==> config.mk <==
export PLATFORM = sky130hd
export DESIGN_NAME = pipeline_hazard_ctrl
export DESIGN_NICKNAME = d
export VERILOG_FILES = /design/src/rtl/pipeline_hazard_ctrl.sv
export SDC_FILE = /design/constraint.sdc
export NUM_CORES = 1
export LEC_CHECK = 0
export BUFFER_PORTS_ARGS = -buffer_cell sky130_fd_sc_hd__buf_4
export CELL_PAD_IN_SITES_DETAIL_PLACEMENT = 1
export CELL_PAD_IN_SITES_GLOBAL_PLACEMENT = 1
export CORE_ASPECT_RATIO = 0.75
export CORE_MARGIN = 5
export CORE_UTILIZATION = 40
export DETAILED_ROUTE_END_ITERATION = 6
export PLACE_DENSITY_LB_ADDON = 0.1
export REMOVE_ABC_BUFFERS = 1
export SLEW_MARGIN = 10
export SYNTH_ARGS = -nofsm -noshare
export SYNTH_HDL_FRONTEND = slang
export SYNTH_SLANG_ARGS = --single-unit
==> constraint.sdc <==
create_clock -name clk -period 2.1 [get_ports clk]
set_input_delay 0.42 -clock clk [delete_from_list [all_inputs] [get_ports clk]]
set_output_delay 0.42 -clock clk [all_outputs]
set_load 0.02 [all_outputs]
==> src/rtl/pipeline_hazard_ctrl.sv <==
// Stall/flush controller for the 5-stage pipeline: load-use, taken-branch and
// data-memory wait handling with timeout error latch and stall-cycle counter.
module pipeline_hazard_ctrl #(
    parameter int unsigned MEM_TIMEOUT = 16,
    parameter int unsigned PERF_W      = 16
) (
    input  logic              clk,
    input  logic              reset,
    input  logic              MemRead_EX,
    input  logic [4:0]        RD_ID_EX,
    input  logic [4:0]        RS1_IF_ID,
    input  logic [4:0]        RS2_IF_ID,
    input  logic              Branch_taken_EX,
    input  logic              mem_req_MEM,
    input  logic              dmem_ready,
    input  logic              err_clear,
    output logic              PCWrite,
    output logic              IF_ID_write,
    output logic              IF_ID_flush,
    output logic              ID_EX_flush,
    output logic              EX_MEM_write,
    output logic              MEM_WB_flush,
    output logic              mem_error,
    output logic [PERF_W-1:0] stall_cycles
);

    typedef enum logic [1:0] {
        IDLE  = 2'd0,
        WAIT  = 2'd1,
        ERROR = 2'd2
    } state_t;

    localparam logic [7:0] TIMEOUT_CNT = 8'(MEM_TIMEOUT);

    state_t     state, state_next;
    logic [7:0] wait_cnt, wait_cnt_next;
    logic       mem_error_next;
    logic       mem_stall;
    logic       load_use;

    always_ff @(posedge clk or negedge reset) begin
        if (!reset) begin
            state     <= IDLE;
            wait_cnt  <= '0;
            mem_error <= 1'b0;
        end else begin
            state     <= state_next;
            wait_cnt  <= wait_cnt_next;
            mem_error <= mem_error_next;
        end
    end

    always_comb begin
        state_next     = state;
        wait_cnt_next  = wait_cnt;
        mem_error_next = mem_error;
        case (state)
            IDLE: begin
                if (mem_req_MEM && !dmem_ready) begin
                    state_next    = WAIT;
                    wait_cnt_next = 8'd1;
                end
            end
            WAIT: begin
                // ready in the final allowed cycle still completes normally
                if (dmem_ready) begin
                    state_next    = IDLE;
                    wait_cnt_next = '0;
                end else if (wait_cnt == TIMEOUT_CNT) begin
                    state_next     = ERROR;
                    mem_error_next = 1'b1;
                end else begin
                    wait_cnt_next = wait_cnt + 8'd1;
                end
            end
            ERROR: begin
                if (err_clear) begin
                    state_next     = IDLE;
                    wait_cnt_next  = '0;
                    mem_error_next = 1'b0;
                end
            end
            default: begin
                state_next    = IDLE;
                wait_cnt_next = '0;
            end
        endcase
    end

    assign mem_stall = (state == IDLE && mem_req_MEM && !dmem_ready) ||
                       (state == WAIT && !dmem_ready) ||
                       (state == ERROR);

    assign load_use = MemRead_EX && (RD_ID_EX != 5'd0) &&
                      ((RD_ID_EX == RS1_IF_ID) || (RD_ID_EX == RS2_IF_ID));

    always_comb begin
        PCWrite      = 1'b1;
        IF_ID_write  = 1'b1;
        IF_ID_flush  = 1'b0;
        ID_EX_flush  = 1'b0;
        EX_MEM_write = 1'b1;
        MEM_WB_flush = 1'b0;
        if (reset) begin
            if (mem_stall) begin
                PCWrite      = 1'b0;
                IF_ID_write  = 1'b0;
                EX_MEM_write = 1'b0;
                MEM_WB_flush = 1'b1;
            end else if (Branch_taken_EX) begin
                IF_ID_flush = 1'b1;
                ID_EX_flush = 1'b1;
            end else if (load_use) begin
                PCWrite     = 1'b0;
                IF_ID_write = 1'b0;
                ID_EX_flush = 1'b1;
            end
        end
    end

    always_ff @(posedge clk or negedge reset) begin
        if (!reset) begin
            stall_cycles <= '0;
        end else if (!PCWrite && stall_cycles != '1) begin
            stall_cycles <= stall_cycles + PERF_W'(1);
        end
    end

endmodule

==> results.cfg <==
[clock_network]
cts_buffers = 3
root_buffer = clkbuf_8
insertion_delay_ns = 0.28
htreeDepth = 1
cts_tree = done
cts.clk_slew.worst_paths_ns = 0.10
clockBufferDepth = 2
cts_sinks = 27

[finish]
drive_above_1_share = 0.359
n_antenna_cell = 0
final_common_cell = buf_4
final_cell_mix = 55 x buf_4, 27 x dfrtp_1, 15 x xnor2_1
final_cells = 272
multi_input_area_sq_um = 953
final_area_sq_um = 2190
nFillCells = 476
syn2layout_area_growth_pct = 29.4
layout.nets = 243
final_core_util = 0.537
seq_area_sq_um = 676

[floorplan]
die_width_um = 85.1
placementRows = 20
start_util = 0.415
dieArea_sq_um = 5640
ios = 45
die_h_um = 66.3
core-area_sq_um = 4080

[detailed_routing]
dr.pass1.iters = 4
num_vias = 1414
drt-vias-per-instance = 5.20
drt_iter0_markers = 60
wl_per_cell_um = 16.2
drcViolationCount = 0
wl_mm = 4.41
drt.antenna.violating_nets = 0

[sta]
finalClockSkew_ns = 0.00410
max_slew_margin = 0.764
setup_violations = 0
final-hold-violation-count = 0
fmax_mhz = 502
worst_pin_slew_ns = 0.345
period_minus_slack_ns = 1.99
fin_crit_sh = 0.949
drv_slew = 0
rsz0062_at_grt = false

[worst_setup_path]
critPathTopFamily = simple AND/OR/NAND/NOR gates
criticalPathCategory = in -> out
cp.arrival_ns = 1.57
crit_fanout = 3
crit_top_cell = buf_4
worstPathRequired_ns = 1.68
startpoint_type = input port
crit_path_end_kind = output pin
cp_cell_sequence = buf_4 -> xnor2_1 -> nand3_1 -> o22ai_2 -> a31oi_1 -> nor3b_1 -> buf_4
critical_path_buf_inv_count = 2
slowest_stage = o22ai_2
critPathMaxStageDelay_ns = 0.22

[job]
maxCapViolCount = 0

[global_routing]
first_global_vias = 1547
grt_pass1_wl_mm = 7.49
grt_use_total = 0.168
grt_max_degree = 28
overflow = 0
antenna_found_initial = 0

[place]
routabilityCongestion = 0.859
hpwlAfterDp_mm = 3.51
io_buffers = 44
place_area_sq_um = 2120
dp.cells = 267

[yosys]
synth_cell_types = 42
synth_top_area_frac = 0.399
yosysSeqAreaShare = 0.399
yosys_warnings = 0
ys.flop_type = dfrtp_1
avgSynthCellArea_sq_um = 10.4
netlist_top_cells_area = dfrtp_1 40%, xnor2_1 7.8%, xor2_1 7.2%, nand3_1 2.7%, nand2_1 2.7%
synth_top_area_cell = dfrtp_1
synth-edff-count = 0
synth_seq_cells = 27
syn_inst = 163
syn-cell-area_sq_um = 1690
ys_async_sr_fraction = 1.00

[power]
peakVddDrop_v = 0.000502
p_leak_nw = 0.968
pwr_density_cell_nw_per_um2 = 685

[outcome]
status = finished clean

[hold_path]
hold_path.class = in -> async
[metal layers]
metal | global-route usage | vias up | routed length (um)
li1 | - | 684 | -
met1 | 0.210 | 685 | 1970
met2 | 0.290 | 40 | 2110
met3 | 0.0523 | 5 | 303
met4 | 0.0296 | 0 | 24
met5 | 0 | - | 0
[synthesized netlist by cell type, types with 2 or more instances]
library cell and count:
dfrtp_1 27, xnor2_1 15, xor2_1 14, nand2_1 12
nor2_1 10, nand3_1 9, inv_1 8, nor3_1 7
o21ai_0 5, and3_1 3, buf_4 3, ha_1 3
nand4_1 3, nor3b_2 3, nor4_1 3, nor4b_1 3
a21oi_1 2, a31oi_1 2, and2_1 2, and4_1 2
buf_6 2, nor2b_1 2, nor3b_1 2, nor4_4 2
o31ai_1 2
[final timing paths]
path                                     to              from  slack (ns)  cells after the start
setup reg to reg            stall_cycles[7]          state[0]        0.16                      8
setup / recovery                ID_EX_flush       RD_ID_EX[2]        0.11                      7
hold reg to reg            stall_cycles[12]  stall_cycles[12]        0.52                      1
hold / removal                  wait_cnt[2]             reset        0.18                      2
max in group asynchronous   stall_cycles[7]             reset        1.66                      2
min in group clk                   state[0]        dmem_ready        0.37                      2
[what timing repair did]
action,CTS,global route
buffers inserted,1,0
hold buffers,0,0
pin swaps,0,1
setup endpoints to repair,2,4
resized for setup,0,2
[layout make-up]
class / count / share of cell area
Clock inverter: 1 / 0.00343
Sequential cell: 27 / 0.309
Multi-Input combinational cell: 123 / 0.435
Timing Repair Buffer: 55 / 0.189
Inverter: 8 / 0.0137
Tap cell: 55 / 0.0314
Clock buffer: 3 / 0.0189
[registers in the layout, summed over array words and instances (netlist names)]
name / count
stall_cycles: 16
wait_cnt: 8
state: 2
mem_error: 1
[through the flow]
step	hold WS (ns)	setup TNS [ns]	setup WS (ns)	power, mW
final	0.179	0	0.106	1.50
after global routing	0.212	0	0.0167	1.59
after CTS	0.187	0	0.0495	1.52
after detailed placement	0.488	-0.0644	-0.0462	1.20
after global placement	0.476	0	0.129	1.18
after floorplan	0.124	0	0.0164	0.953
[worst register-to-register path, cell delays in order, from the launching register on]
cell and delay [ns]:
dfrtp_1 0.47, nor2_2 0.08, o31ai_2 0.23, and2_4 0.22, a41oi_4 0.05, buf_4 0.20, buf_4 0.18, nor3_1 0.27
xor2_1 0.18
[report_power, final]
| part | leakage, nW | switching, mW | total (mW) | internal, mW |
|---|---|---|---|---|
| clock | 0.0217 | 0.176 | 0.311 | 0.135 |
| combinational | 0.609 | 0.267 | 0.501 | 0.233 |
| sequential | 0.336 | 0.0943 | 0.688 | 0.594 |
[cells by family (layout without fill, tap and decap cells)]
family | after synthesis | after routing | share of synthesized area
xor gates and xnor gates | 29 | 29 | 0.150
adders and majority gates | 3 | 3 | 0.0222
buffers and inverters | 13 | 67 | 0.0444
muxes | 1 | 1 | 0.00666
and+or+nand+nor | 72 | 72 | 0.284
DFF | 27 | 27 | 0.399
AOI/OAI and AO/OA | 18 | 18 | 0.0932
(Power assumes the default switching activity.)
